===== src/rtl/arb_pkg.sv =====
// Shared types and defaults for the two-port byte-memory arbiter.
// Port-select encoding: 0 = fetch port, 1 = data port.
package arb_pkg;

   localparam int ADDR_W_DEF = 16;
   localparam int BYTE_W_DEF = 8;

   typedef logic port_sel_t;

   localparam port_sel_t PORT_F = 1'b0;
   localparam port_sel_t PORT_D = 1'b1;

   typedef enum logic [2:0] {
      IDLE,
      RD_LO,
      RD_HI,
      RD_CAP,
      WR_LO,
      WR_HI,
      DONE
   } arb_state_e;

endpackage


===== src/rtl/mem_arbiter_if.sv =====
// Bundle of the fetch port, data port and byte-memory signals around mem_arbiter.
// The arbiter uses the slave view; requesters and memory use the master view.
interface mem_arbiter_if
   import arb_pkg::*;
#(
   parameter int ADDR_W = ADDR_W_DEF,
   parameter int BYTE_W = BYTE_W_DEF
);

   logic                  arb_f_req;
   logic [ADDR_W-1:0]     arb_f_addr;
   logic                  arb_f_done;
   logic [2*BYTE_W-1:0]   arb_f_rdata;

   logic                  arb_d_req;
   logic                  arb_d_we;
   logic [ADDR_W-1:0]     arb_d_addr;
   logic [2*BYTE_W-1:0]   arb_d_wdata;
   logic                  arb_d_done;
   logic [2*BYTE_W-1:0]   arb_d_rdata;

   logic [ADDR_W-1:0]     arb_mem_addr;
   logic [BYTE_W-1:0]     arb_mem_wdata;
   logic                  arb_mem_rd_en;
   logic                  arb_mem_wr_en;
   logic [BYTE_W-1:0]     arb_mem_rdata;

   logic                  arb_busy;

   modport slave (
      input  arb_f_req, arb_f_addr,
      input  arb_d_req, arb_d_we, arb_d_addr, arb_d_wdata,
      input  arb_mem_rdata,
      output arb_f_done, arb_f_rdata,
      output arb_d_done, arb_d_rdata,
      output arb_mem_addr, arb_mem_wdata, arb_mem_rd_en, arb_mem_wr_en,
      output arb_busy
   );

   modport master (
      output arb_f_req, arb_f_addr,
      output arb_d_req, arb_d_we, arb_d_addr, arb_d_wdata,
      output arb_mem_rdata,
      input  arb_f_done, arb_f_rdata,
      input  arb_d_done, arb_d_rdata,
      input  arb_mem_addr, arb_mem_wdata, arb_mem_rd_en, arb_mem_wr_en,
      input  arb_busy
   );

endinterface


===== src/rtl/rr_pick2.sv =====
// Two-way round-robin pick: a lone requester wins, a tie goes to the port
// that was not served last.
module rr_pick2
   import arb_pkg::*;
(
   input  logic [1:0] req,
   input  port_sel_t  last,
   output port_sel_t  grant
);

   // Bit 0 of req is the fetch port, bit 1 the data port.
   always_comb begin
      grant = PORT_F;
      case (req)
         2'b01:   grant = PORT_F;
         2'b10:   grant = PORT_D;
         2'b11:   grant = (last == PORT_D) ? PORT_F : PORT_D;
         default: grant = PORT_F;
      endcase
   end

endmodule


===== src/rtl/mem_arbiter.sv =====
// Arbitrates a read-only fetch port and a read/write data port onto one
// byte-wide memory; every word transfer is two byte accesses at A and A+1.
module mem_arbiter
   import arb_pkg::*;
#(
   parameter int ADDR_W = ADDR_W_DEF,
   parameter int BYTE_W = BYTE_W_DEF
) (
   input logic          arb_clk,
   input logic          arb_rst_n,
   mem_arbiter_if.slave bus
);

   arb_state_e          state;
   arb_state_e          nxt_state;
   port_sel_t           sel_q;
   port_sel_t           last_q;
   port_sel_t           grant;
   logic [1:0]          req_vec;
   logic                any_req;
   logic [ADDR_W-1:0]   addr_q;
   logic [ADDR_W-1:0]   win_addr;
   logic [ADDR_W-1:0]   nxt_addr;
   logic                win_we;
   logic [BYTE_W-1:0]   wdata_hi_q;
   logic [BYTE_W-1:0]   lo_q;
   logic [BYTE_W-1:0]   nxt_wdata;

   assign req_vec  = {bus.arb_d_req, bus.arb_f_req};
   assign any_req  = |req_vec;
   assign win_addr = (grant == PORT_D) ? bus.arb_d_addr : bus.arb_f_addr;
   assign win_we   = (grant == PORT_D) && bus.arb_d_we;

   rr_pick2 u_pick (
      .req   (req_vec),
      .last  (last_q),
      .grant (grant)
   );

   // Next state plus the memory-side values that state will drive; the
   // address for the high byte wraps naturally at ADDR_W bits.
   always_comb begin
      nxt_state = state;
      nxt_addr  = '0;
      nxt_wdata = '0;
      case (state)
         IDLE:    if (any_req) nxt_state = win_we ? WR_LO : RD_LO;
         RD_LO:   nxt_state = RD_HI;
         RD_HI:   nxt_state = RD_CAP;
         RD_CAP:  nxt_state = DONE;
         WR_LO:   nxt_state = WR_HI;
         WR_HI:   nxt_state = DONE;
         DONE:    nxt_state = IDLE;
         default: nxt_state = IDLE;
      endcase
      case (nxt_state)
         RD_LO: nxt_addr = win_addr;
         WR_LO: begin
            nxt_addr  = win_addr;
            nxt_wdata = bus.arb_d_wdata[BYTE_W-1:0];
         end
         RD_HI: nxt_addr = addr_q + ADDR_W'(1);
         WR_HI: begin
            nxt_addr  = addr_q + ADDR_W'(1);
            nxt_wdata = wdata_hi_q;
         end
         default: ;
      endcase
   end

   // All outputs are registered from the next state, so each one is a pure
   // function of the current state and the transfer latched at grant.
   always_ff @(posedge arb_clk or negedge arb_rst_n) begin
      if (!arb_rst_n) begin
         state             <= IDLE;
         sel_q             <= PORT_F;
         last_q            <= PORT_D;
         addr_q            <= '0;
         wdata_hi_q        <= '0;
         lo_q              <= '0;
         bus.arb_mem_addr  <= '0;
         bus.arb_mem_wdata <= '0;
         bus.arb_mem_rd_en <= 1'b0;
         bus.arb_mem_wr_en <= 1'b0;
         bus.arb_busy      <= 1'b0;
         bus.arb_f_done    <= 1'b0;
         bus.arb_d_done    <= 1'b0;
         bus.arb_f_rdata   <= '0;
         bus.arb_d_rdata   <= '0;
      end else begin
         state             <= nxt_state;
         bus.arb_mem_addr  <= nxt_addr;
         bus.arb_mem_wdata <= nxt_wdata;
         bus.arb_mem_rd_en <= (nxt_state == RD_LO) || (nxt_state == RD_HI);
         bus.arb_mem_wr_en <= (nxt_state == WR_LO) || (nxt_state == WR_HI);
         bus.arb_busy      <= (nxt_state != IDLE);
         bus.arb_f_done    <= (nxt_state == DONE) && (sel_q == PORT_F);
         bus.arb_d_done    <= (nxt_state == DONE) && (sel_q == PORT_D);

         if ((state == IDLE) && any_req) begin
            sel_q      <= grant;
            last_q     <= grant;
            addr_q     <= win_addr;
            wdata_hi_q <= bus.arb_d_wdata[2*BYTE_W-1:BYTE_W];
         end

         if (state == RD_HI) lo_q <= bus.arb_mem_rdata;

         if (state == RD_CAP) begin
            if (sel_q == PORT_F) bus.arb_f_rdata <= {bus.arb_mem_rdata, lo_q};
            else                 bus.arb_d_rdata <= {bus.arb_mem_rdata, lo_q};
         end
      end
   end

endmodule


===== src/flat_wrapper.sv =====
// flat-port wrapper written by rule: the top's interface ports become plain ports
module mem_arbiter_flat import arb_pkg::*;
#(
   parameter int ADDR_W = ADDR_W_DEF,
   parameter int BYTE_W = BYTE_W_DEF
)
  (arb_clk, arb_rst_n, bus_arb_f_req, bus_arb_f_addr, bus_arb_d_req, bus_arb_d_we, bus_arb_d_addr, bus_arb_d_wdata, bus_arb_mem_rdata, bus_arb_f_done, bus_arb_f_rdata, bus_arb_d_done, bus_arb_d_rdata, bus_arb_mem_addr, bus_arb_mem_wdata, bus_arb_mem_rd_en, bus_arb_mem_wr_en, bus_arb_busy);
  mem_arbiter_if #(.ADDR_W(ADDR_W), .BYTE_W(BYTE_W)) bus_i ();
  input logic arb_clk;
  input logic arb_rst_n;
  input wire logic [$bits(bus_i.arb_f_req)-1:0] bus_arb_f_req;
  input wire logic [$bits(bus_i.arb_f_addr)-1:0] bus_arb_f_addr;
  input wire logic [$bits(bus_i.arb_d_req)-1:0] bus_arb_d_req;
  input wire logic [$bits(bus_i.arb_d_we)-1:0] bus_arb_d_we;
  input wire logic [$bits(bus_i.arb_d_addr)-1:0] bus_arb_d_addr;
  input wire logic [$bits(bus_i.arb_d_wdata)-1:0] bus_arb_d_wdata;
  input wire logic [$bits(bus_i.arb_mem_rdata)-1:0] bus_arb_mem_rdata;
  output wire logic [$bits(bus_i.arb_f_done)-1:0] bus_arb_f_done;
  output wire logic [$bits(bus_i.arb_f_rdata)-1:0] bus_arb_f_rdata;
  output wire logic [$bits(bus_i.arb_d_done)-1:0] bus_arb_d_done;
  output wire logic [$bits(bus_i.arb_d_rdata)-1:0] bus_arb_d_rdata;
  output wire logic [$bits(bus_i.arb_mem_addr)-1:0] bus_arb_mem_addr;
  output wire logic [$bits(bus_i.arb_mem_wdata)-1:0] bus_arb_mem_wdata;
  output wire logic [$bits(bus_i.arb_mem_rd_en)-1:0] bus_arb_mem_rd_en;
  output wire logic [$bits(bus_i.arb_mem_wr_en)-1:0] bus_arb_mem_wr_en;
  output wire logic [$bits(bus_i.arb_busy)-1:0] bus_arb_busy;
  assign bus_i.arb_f_req = bus_arb_f_req;
  assign bus_i.arb_f_addr = bus_arb_f_addr;
  assign bus_i.arb_d_req = bus_arb_d_req;
  assign bus_i.arb_d_we = bus_arb_d_we;
  assign bus_i.arb_d_addr = bus_arb_d_addr;
  assign bus_i.arb_d_wdata = bus_arb_d_wdata;
  assign bus_i.arb_mem_rdata = bus_arb_mem_rdata;
  assign bus_arb_f_done = bus_i.arb_f_done;
  assign bus_arb_f_rdata = bus_i.arb_f_rdata;
  assign bus_arb_d_done = bus_i.arb_d_done;
  assign bus_arb_d_rdata = bus_i.arb_d_rdata;
  assign bus_arb_mem_addr = bus_i.arb_mem_addr;
  assign bus_arb_mem_wdata = bus_i.arb_mem_wdata;
  assign bus_arb_mem_rd_en = bus_i.arb_mem_rd_en;
  assign bus_arb_mem_wr_en = bus_i.arb_mem_wr_en;
  assign bus_arb_busy = bus_i.arb_busy;
  mem_arbiter #(.ADDR_W(ADDR_W), .BYTE_W(BYTE_W)) u_core (.arb_clk(arb_clk), .arb_rst_n(arb_rst_n), .bus(bus_i));
endmodule

===== config.mk =====
export PLATFORM = sky130hd
export DESIGN_NAME = mem_arbiter_flat
export DESIGN_NICKNAME = d
export VERILOG_FILES = /design/src/rtl/arb_pkg.sv /design/src/rtl/mem_arbiter_if.sv /design/src/rtl/rr_pick2.sv /design/src/rtl/mem_arbiter.sv /design/src/flat_wrapper.sv
export SDC_FILE = /design/constraint.sdc
export NUM_CORES = 1
export LEC_CHECK = 0
export CAP_MARGIN = 20
export CORE_ASPECT_RATIO = 0.5
export CORE_MARGIN = 1.5
export CORE_UTILIZATION = 47
export DETAILED_ROUTE_END_ITERATION = 10
export GPL_TIMING_DRIVEN = 0
export PLACE_DENSITY = 0.85
export SYNTH_ARGS = -nofsm -noshare
export SYNTH_HDL_FRONTEND = slang
export SYNTH_SLANG_ARGS = --single-unit

===== constraint.sdc =====
create_clock -name arb_clk -period 2.5 [get_ports arb_clk]
set_clock_uncertainty 0.1 [all_clocks]
set_input_delay 0.375 -clock arb_clk [delete_from_list [all_inputs] [get_ports arb_clk]]
set_output_delay 0.375 -clock arb_clk [all_outputs]
set_load 0.1 [all_outputs]

After elaboration in Yosys (flattened, before gate mapping)
Index checks and enable logic that the tools add are counted.
{"block": "totals", "ff_bits": 98, "inputBits": 61, "word_cells": 51}
{"block": "classes", "add_sub_neg": 1, "eq_ne": 12, "muxes": 8, "bitwise": 1, "n_reduce_logical": 14}
{"cell": "$pmux 16 s2", "count": 1}
{"cell": "$add 16x1->16 const B", "count": 1}
{"cell": "$mux 16", "count": 1}
{"cell": "$pmux 8 s2", "count": 1}
{"cell": "$eq 3x3->1 const B", "count": 5}
{"cell": "$pmux 3 s5", "count": 1}
{"cell": "$eq 3x2->1 const B", "count": 3}
{"cell": "$reduce_or 2->1", "count": 4}
{"cell": "$eq 3x1->1 const B", "count": 2}
{"cell": "$mux 3", "count": 2}
{"cell": "$eq 2x2->1 const B", "count": 2}
{"cell": "$logic_and 1x1->1", "count": 4}
{"cell": "$reduce_and 2->1", "count": 2}
{"cell": "$logic_not 3->1", "count": 1}
{"cell": "$reduce_bool 3->1", "count": 1}
{"cell": "$logic_or 1x1->1", "count": 2}
{"cell": "$pmux 1 s2", "count": 1}
{"cell": "$mux 1", "count": 1}
{"cell": "$not 1->1", "count": 1}

Depth between registers and ports, before layout
Gate-level depths: netlist of run 1.
{"block": "logic_depth", "depth_word": 9, "ltp_mapped": 6, "mapped_depth_nobuf": 4}

Modules after synthesis
Synthesis of run 1 repeated with hierarchy kept, for this count alone.
{"block": "unflattened", "cells_unflattened": 310, "hier_area_um2": 4107.7}
{"mod": "mem_arbiter", "n_inst": 1, "cells_per_inst": 309, "area_each_um2": 4096.4}
{"mod": "rr_pick2", "n_inst": 1, "cells_per_inst": 1, "area_each_um2": 11.3}

Worst setup path after synthesis of run 1
OpenSTA, ideal clock, no wires.
{"block": "synth_path", "path_type": "reg-to-reg", "from": "register u_core.state[2]", "to": "register u_core.bus.arb_f_rdata[10]", "setup_time_ns": 0.125, "arrival_ns": 1.586, "required_time_ns": 2.275, "setup_slack_ns": 0.689, "stages_incl_launch_ff": 5, "path_buffers": 1, "synth_period_minus_slack_ns": 1.811, "path_cell_list": "dfrtp_1 > nand2b_1 > nor2_1 > buf_2 > mux2_2"}
{"block": "synth_between", "elab_chain_cells": 2}
{"item": "start, declared", "line": "mem_arbiter.sv:14", "text": "arb_state_e state;"}
{"item": "start signal, assigned", "line": "mem_arbiter.sv:91", "text": "state <= nxt_state;"}
{"item": "$eq 3x2->1", "line": "mem_arbiter.sv:109", "text": "if (state == RD_CAP) begin"}
{"item": "$reduce_and 2->1 (no line)"}
{"item": "end signal, assigned", "line": "mem_arbiter.sv:110", "text": "if (sel_q == PORT_F) bus.arb_f_rdata <= {bus.arb_mem_rdata, lo_q};"}
{"item": "end, declared", "line": "mem_arbiter_if.sv:34", "text": "output arb_f_done, arb_f_rdata,"}
Every way passes these cells.
A chain may end at the register's enable or synchronous reset.

Worst setup path in the final report of run 1
{"block": "layout_path", "from": "register u_core.bus.arb_d_rdata[8]", "to": "output bus_arb_d_rdata[8]"}
{"item": "start, declared", "line": "mem_arbiter_if.sv:35", "text": "output arb_d_done, arb_d_rdata,"}
{"item": "start signal, assigned", "line": "mem_arbiter.sv:111", "text": "else bus.arb_d_rdata <= {bus.arb_mem_rdata, lo_q};"}
{"item": "end, declared", "line": "flat_wrapper.sv:21", "text": "output wire logic [$bits(bus_i.arb_d_rdata)-1:0] bus_arb_d_rdata;"}
No word-level cell between the ends.

==> results.json, run 1 <==
{
  "status": "finished, final reports clean",
  "core_um2": 8144,
  "fillers": 584,
  "cp-start-kind": "flip-flop",
  "port_buffers": 121,
  "antennaDiodeCount": 0,
  "max_cap_violations": 0,
  "fmax_ghz": 0.4298,
  "die_h_um": 68.47,
  "syn_inst": 311,
  "busiest_layer": "met2",
  "critPathBufInv": 1,
  "routed_wl_mm": 8.964,
  "hold_viol_final": 0,
  "ys_ff_latch": 98,
  "drtAntennaViolNets": 0,
  "drt_iter0_drc": 164,
  "rows": 23,
  "die_area_um2": 9171,
  "regToRegSetupSlack_ns": 0.32,
  "syn_area_um2": 4029,
  "postCtsSetupBuffers": 0,
  "worstSkewPairLatency_ns": 0.33,
  "dr.pass1.iters": 4,
  "grt_overflow": 0,
  "syn-num-nets": 373,
  "slew_headroom_pct": 32.80,
  "grtUsageTotal_pct": 21.05,
  "h-tree-depth": 3,
  "grt_pass1_wl_mm": 14.48,
  "grt_pass1_vias": 2838,
  "initial_core_util_pct": 49.47,
  "clockBufferDepth": 2,
  "hp-class": "reg -> reg",
  "worst_ep_arrival_time_ns": 1.85,
  "grt_antenna_before_repair": 0,
  "post-place-ws_ns": -0.09268,
  "cpMaxStageDelayCell": "clkdlybuf4s50_1",
  "setup_ws_ns": 0.1731,
  "cp.required_ns": 2.03,
  "area_delta_synth_final_pct": 41.40,
  "io_pins": 122,
  "crit_family": "buffers and inverters",
  "yosysTopAreaCell": "dfrtp_1",
  "ys_seq_area_share_pct": 60.90,
  "cts_sinks": 98,
  "worst-slew-pin-transition_ns": 1.005,
  "setup_viol": 0,
  "drive_above_1_share_pct": 17.00,
  "cts_tree": "yes",
  "vias": 2892,
  "ys_warn_count": 0,
  "die_x_um": 133.9,
  "final.min_clock_period_ns": 2.327,
  "grt_use_met3_pct": 4.519,
  "critPathMaxStageDelay_ns": 1.16,
  "slew_violations": 0,
  "path_class": "reg -> out",
  "crit_chain": "clkdlybuf4s50_1",
  "use_met2_pct": 35.89,
  "finalCritPeriodShare_pct": 93.08,
  "crit_path_end_kind": "primary output",
  "clkSlewWorstSetupHoldPaths_ns": 0.06,
  "layout.nets": 507,
  "cts_buffers": 9,
  "cts_root_buf": "clkbuf_16",
  "place_congestion": 0.8437,
  "via_per_inst": 5.174,
  "post_cts_resized": 0,
  "rsz0062_at_grt": "no",
  "synth_area_per_cell_um2": 12.95,
  "netlist.area_leader.share_pct": 60.25,
  "met1_usage_pct": 27.19,
  "drc": 0,
  "detail_route.wl_per_cell_um": 16.04,
  "synth_area_leaders": "dfrtp_1, mux2_2, mux2i_1, o21ai_0, a22o_1",
  "ys_types": 35,
  "ctsHoldBuffers": 1,
  "path_max_fanout": 2,
  "dpl.hpwl_mm": 6.575,
  "grt_max_degree": 56
}
==> cells by family after synthesis <==
logic type	share of synthesized area [%]
compound gates	8.913
xor+xnor	2.391
fa+ha+maj	0.3105
buf+inv	2.049
flops	60.90
mux	17.39
simple gates	8.044
==> flip-flops by register name (all words and copies together), names as in the netlist, 3 cells and up <==
signal,count
u_core.addr_q,16
u_core.bus.arb_d_rdata,16
u_core.bus.arb_f_rdata,16
u_core.bus.arb_mem_addr,16
u_core.bus.arb_mem_wdata,8
u_core.lo_q,8
u_core.wdata_hi_q,8
u_core.state,3
==> metrics by stage <==
step	hold WS (ns)	cells	utilization, %	area [µm²]	setup TNS, ns
2_1_floorplan	-0.02059	311	-	4029	0
4_1_cts	0.3896	559	69.95	5697	0
6_report	0.3875	559	69.95	5697	0
3_5_place_dp	0.3020	545	66.37	5405	-0.5310
3_3_place_gp	0.3693	544	66.06	5380	-252.82
5_1_grt	0.4111	559	69.95	5697	0
==> per-layer routing <==
| layer | part of all wire, % | routed length, µm |
|---|---|---|
| met5 | 0 | 0 |
| met4 | 1.6 | 143 |
| met3 | 5.4 | 480 |
| met2 | 50 | 4486 |
| met1 | 43 | 3853 |
==> placed cells by master, fill, tap and decap left out, drive strengths merged, types with 2 or more instances in the layout <==
master,count
o21ai,17
mux2i,16
nor2,11
mux2,48
xnor2,2
a21o,3
o211ai,6
xor2,9
buf,11
a22o,9
nand2b,4
clkbuf,19
a21oi,4
nand3,6
a21boi,3
or4,3
or2,3
clkdlybuf4s50,120
and2,2
o22ai,11
nand2,20
and4,2
nand4,6
and3,2
dfrtp,97
==> Yosys cell counts (all sizes together) <==
cell type and count:
dfrtp 97, mux2 48, nand2 20, o21ai 17, mux2i 16, nor2 11, o22ai 11, a22o 9
buf 9, clkbuf 9, xor2 9, nand3 6, nand4 6, o211ai 6, a21oi 4, nand2b 4
a21boi 3, a21o 3, or2 3, or4 3, and2 2, and3 2, and4 2, xnor2 2
a31oi 1, dfstp 1, ha 1, inv 1, nor2b 1, nor3 1, nor4b 1, o311a 1
or3 1
==> path summary, 6_finish.rpt <==
check,depth (start not counted),start,endpoint
setup / recovery,1,u_core.bus.arb_d_rdata[8],bus_arb_d_rdata[8]
hold / removal,1,u_core.wdata_hi_q[1],u_core.bus.arb_mem_wdata[1]
setup reg to reg,4,u_core.state[2],u_core.bus.arb_f_rdata[12]
hold reg to reg,1,u_core.wdata_hi_q[1],u_core.bus.arb_mem_wdata[1]
max in group asynchronous,3,arb_rst_n,u_core.last_q
min in group asynchronous,2,arb_rst_n,u_core.bus.arb_d_rdata[1]
==> worst register-to-register path, cell delays in order, from the launching register on <==
cell	delay, ns
dfrtp_1	0.46
nand2b_1	0.23
nor2_1	0.52
buf_2	0.38
mux2_2	0.38
==> layout make-up <==
type                            count  area (µm²)  share of cell area [%]
Tap cell                          112       140.1                   2.460
Inverter                            1       3.754                 0.06589
Multi-Input combinational cell    194        1493                   26.20
Buffer                             18       78.83                   1.384
Timing Repair Buffer              123        1246                   21.88
Clock inverter                      3       42.54                  0.7468
Clock buffer                       10       239.0                   4.195
Sequential cell                    98        2454                   43.07
Power of run 1 is not shown: default switching activity piles up to over one toggle a cycle in this logic, so the estimate is an artifact.
==> inputs of run 2 (changes only) <==
- CORE_MARGIN: 1.5 -> 4
- HOLD_SLACK_MARGIN: unset -> 0.15
- clock period: 2.5 -> 2.4 ns (I/O delays scaled with it)
==> results.json, run 2 (synthesis results as in run 1) <==
{
  "cpMaxStageDelayCell": "clkdlybuf4s50_1",
  "grt_antenna_before_repair": 0,
  "tns_ns": 0,
  "critPathBufInv": 1,
  "cts_sinks": 98,
  "layout.nets": 507,
  "crit_path_end_kind": "primary output",
  "grt_pass1_wl_mm": 15.55,
  "area_delta_synth_final_pct": 42.33,
  "die_x_um": 138.9,
  "setup_viol": 0,
  "place_congestion": 0.8182,
  "grt_overflow": 0,
  "worst-slew-pin-transition_ns": 1.013,
  "drc": 0,
  "dpl.hpwl_mm": 6.962,
  "detail_route.wl_per_cell_um": 16.92,
  "cp-start-kind": "flip-flop",
  "core_um2": 8173,
  "post_cts_resized": 0,
  "slew_headroom_pct": 32.23,
  "h-tree-depth": 3,
  "via_per_inst": 5.267,
  "drtAntennaViolNets": 0,
  "cts_buffers": 9,
  "port_buffers": 121,
  "grt_pass1_vias": 3037,
  "crit_family": "buffers and inverters",
  "final_common_cell": "clkdlybuf4s50_1",
  "path_class": "reg -> out",
  "max_cap_violations": 0,
  "postCtsSetupBuffers": 0,
  "grt_max_degree": 64,
  "antennaDiodeCount": 0,
  "clockBufferDepth": 2,
  "critPathMaxStageDelay_ns": 1.15,
  "fin_cells": 562,
  "final.min_clock_period_ns": 2.325,
  "die_h_um": 73.47,
  "final_cell_mix": "clkdlybuf4s50_1, dfrtp_1, mux2_2, nand2_1",
  "cts_root_buf": "clkbuf_16",
  "die_area_um2": 10210,
  "cp.required_ns": 1.94,
  "dr.pass1.iters": 6,
  "path_max_fanout": 2,
  "status": "finished, final reports clean",
  "worstSkewPairLatency_ns": 0.34,
  "worst_ep_arrival_time_ns": 1.86,
  "routed_wl_mm": 9.507,
  "drive_above_1_share_pct": 17.56,
  "crit_chain": "clkdlybuf4s50_1",
  "vias": 2960,
  "drt_iter0_drc": 149,
  "hp-class": "reg -> reg",
  "cts_tree": "yes",
  "dp_cells": 545,
  "io_pins": 122,
  "ctsHoldBuffers": 1,
  "clkSlewWorstSetupHoldPaths_ns": 0.07,
  "initial_core_util_pct": 49.30,
  "hold_viol_final": 0,
  "rsz0062_at_grt": "no",
  "fmax_ghz": 0.4302,
  "slew_violations": 0,
  "finalCritPeriodShare_pct": 96.86,
  "grtUsageTotal_pct": 19.65,
  "rows": 23
}
run 2: cell count changes in the layout (fill, tap and decap cells not counted):
cell        change
clkinv_4        +1
clkbuf_8        -1
bufinv_16       +1
clkinv_2        +1
clkinvlp_4      +1
run 2: metrics by stage:
stage	setup WS [ns]	cell area (µm²)	hold slack [ns]	util, %
after CTS	0.05088	5734	0.3791	70.16
after detailed placement	-0.1713	5405	0.2449	66.14
after global routing	0.008150	5734	0.3999	70.16
after global placement	-2.678	5380	0.3691	65.83
after floorplan	0.5887	4029	-0.03559	-
final	0.07541	5734	0.3825	70.16
run 2: final cells by class:
| class | instances | area (µm²) |
|---|---|---|
| Buffer | 18 | 78.83 |
| Tap cell | 112 | 140.1 |
| Clock inverter | 7 | 93.84 |
| Sequential cell | 98 | 2454 |
| Inverter | 1 | 3.754 |
| Timing Repair Buffer | 123 | 1246 |
| Multi-Input combinational cell | 194 | 1493 |
| Clock buffer | 9 | 225.2 |
| Fill cell | 593 | 2439 |
run 2: per-layer routing:
layer  part of all wire, %  GRT usage [%]
met1                    41          23.53
met2                    51          34.07
met3                   6.2          6.827
met4                   1.9          6.508
met5                     0              0
run 2: path summary, 6_finish.rpt:
check / startpoint / to / slack (ns) / depth (start not counted)
max: u_core.bus.arb_f_rdata[5] / bus_arb_f_rdata[5] / 0.08 / 1
min: u_core.wdata_hi_q[5] / u_core.bus.arb_mem_wdata[5] / 0.38 / 1
max reg2reg: u_core.state[2] / u_core.bus.arb_f_rdata[14] / 0.20 / 4
min reg2reg: u_core.wdata_hi_q[5] / u_core.bus.arb_mem_wdata[5] / 0.38 / 1
max in group asynchronous: arb_rst_n / u_core.last_q / 1.10 / 3
min in group asynchronous: arb_rst_n / u_core.bus.arb_f_rdata[0] / 0.41 / 2
Power of run 2 is left out for the same reason.
==> inputs of run 3 (changes only) <==
- CORE_ASPECT_RATIO: 0.5 -> 1.1
==> results.json, run 3 (synthesis results as in run 1) <==
{
  "die_area_um2": 10120,
  "via_per_inst": 5.358,
  "layout.nets": 507,
  "drive_above_1_share_pct": 17.33,
  "dr.pass1.iters": 5,
  "area_delta_synth_final_pct": 40.34,
  "io_pins": 122,
  "post-place-ws_ns": -0.1393,
  "grt_max_degree": 65,
  "worstSkewPairLatency_ns": 0.35,
  "vias": 3006,
  "cts_sinks": 98,
  "setup_viol": 0,
  "critPathMaxStageDelay_ns": 1.14,
  "port_buffers": 121,
  "critPathBufInv": 1,
  "crit_chain": "clkdlybuf4s50_1",
  "drt_iter0_drc": 156,
  "die_h_um": 105.1,
  "clkSlewWorstSetupHoldPaths_ns": 0.09,
  "dpl.hpwl_mm": 7.002,
  "tns_ns": 0,
  "fillers": 615,
  "worst_ep_arrival_time_ns": 1.87,
  "rsz0062_at_grt": "no",
  "die_x_um": 96.28,
  "routed_wl_mm": 9.457,
  "rows": 35,
  "final.min_clock_period_ns": 2.330,
  "finalCritPeriodShare_pct": 97.09,
  "wl_met1_mm": 3.810,
  "setup_ws_ns": 0.06985,
  "dr_wl_met3_um": 703,
  "grt_antenna_before_repair": 0,
  "crit_path_end_kind": "primary output",
  "cp.required_ns": 1.94,
  "path_class": "reg -> out",
  "fmax_ghz": 0.4292,
  "grt_pass1_wl_mm": 14.88,
  "wl_met2_mm": 4.715,
  "detail_route.wl_per_cell_um": 16.86,
  "postCtsSetupBuffers": 0,
  "worst-slew-pin-transition_ns": 1.016,
  "status": "finished, final reports clean",
  "antennaDiodeCount": 0,
  "max_cap_violations": 0,
  "slew_headroom_pct": 32.09,
  "top_layer": "met4",
  "place_congestion": 0.7675,
  "h-tree-depth": 3,
  "hp-class": "in -> async",
  "cp-start-kind": "flip-flop",
  "clockBufferDepth": 2,
  "slew_violations": 0,
  "cts_root_buf": "clkbuf_8",
  "drc": 0,
  "path_max_fanout": 2,
  "final_cell_mix": "clkdlybuf4s50_1, dfrtp_1, mux2_2, nand2_1",
  "final_common_cell": "clkdlybuf4s50_1",
  "crit_family": "buffers and inverters",
  "core_um2": 8364,
  "cpMaxStageDelayCell": "clkdlybuf4s50_1",
  "grt_overflow": 0,
  "cts_tree": "yes",
  "multi_input_area_um2": 1493,
  "cts_buffers": 9,
  "grt_pass1_vias": 3040,
  "drtAntennaViolNets": 0,
  "initial_core_util_pct": 48.17,
  "grtUsageTotal_pct": 19.07,
  "hold_viol_final": 0,
  "regArea_um2": 2454
}
-- run 3: cell count changes in the layout (fill, tap and decap cells not counted), sizes merged --
cell and delta:
clkinv -3, dlymetal6s2s +1, clkbuf +4, clkinvlp -2, clkdlybuf4s50 -1, inv +1
-- run 3: per-stage QoR --
| step | instances | area [µm²] | utilization (%) | hold WS (ns) |
|---|---|---|---|---|
| 5_1_grt | 561 | 5654 | 67.60 | 0.4099 |
| 4_1_cts | 561 | 5652 | 67.57 | 0.3885 |
| 6_report | 561 | 5654 | 67.60 | 0.3924 |
| 2_1_floorplan | 311 | 4029 | - | -0.03559 |
| 3_3_place_gp | 543 | 5379 | 64.31 | 0.3676 |
| 3_5_place_dp | 544 | 5404 | 64.61 | 0.2372 |
-- run 3: metal layers --
layer,GRT usage (%),vias to the layer above
met4,7.724,0
li1,-,1385
met3,4.248,22
met2,31.38,127
met5,0,-
met1,23.95,1472
-- run 3: final cells by class --
class,count,area share [%]
clock inverters,3,1.217
well taps,111,2.456
multi-input cells,194,26.40
clock buffers,13,2.987
plain buffers,18,1.394
inverters,1,0.06639
repair buffers,123,22.08
flip-flops and latches,98,43.39
-- run 3: worst paths after layout --
check	start	endpoint	slack, ns	cells after the start
setup / recovery	u_core.bus.arb_f_rdata[9]	bus_arb_f_rdata[9]	0.07	1
hold / removal	arb_rst_n	u_core.bus.arb_d_rdata[14]	0.39	2
setup reg to reg	u_core.state[2]	u_core.bus.arb_f_rdata[12]	0.20	4
hold reg to reg	u_core.wdata_hi_q[1]	u_core.bus.arb_mem_wdata[1]	0.40	1
max in group asynchronous	arb_rst_n	u_core.last_q	1.12	3
min in group arb_clk	u_core.wdata_hi_q[1]	u_core.bus.arb_mem_wdata[1]	0.40	1
-- run 3: what timing repair did --
item	4_1_cts	5_1_grt
hold buffers	1	0
endpoints found under the hold margin	34	0
gates resized for setup	0	1
endpoints found under the setup margin	0	1
Power of run 3 is left out for the same reason.
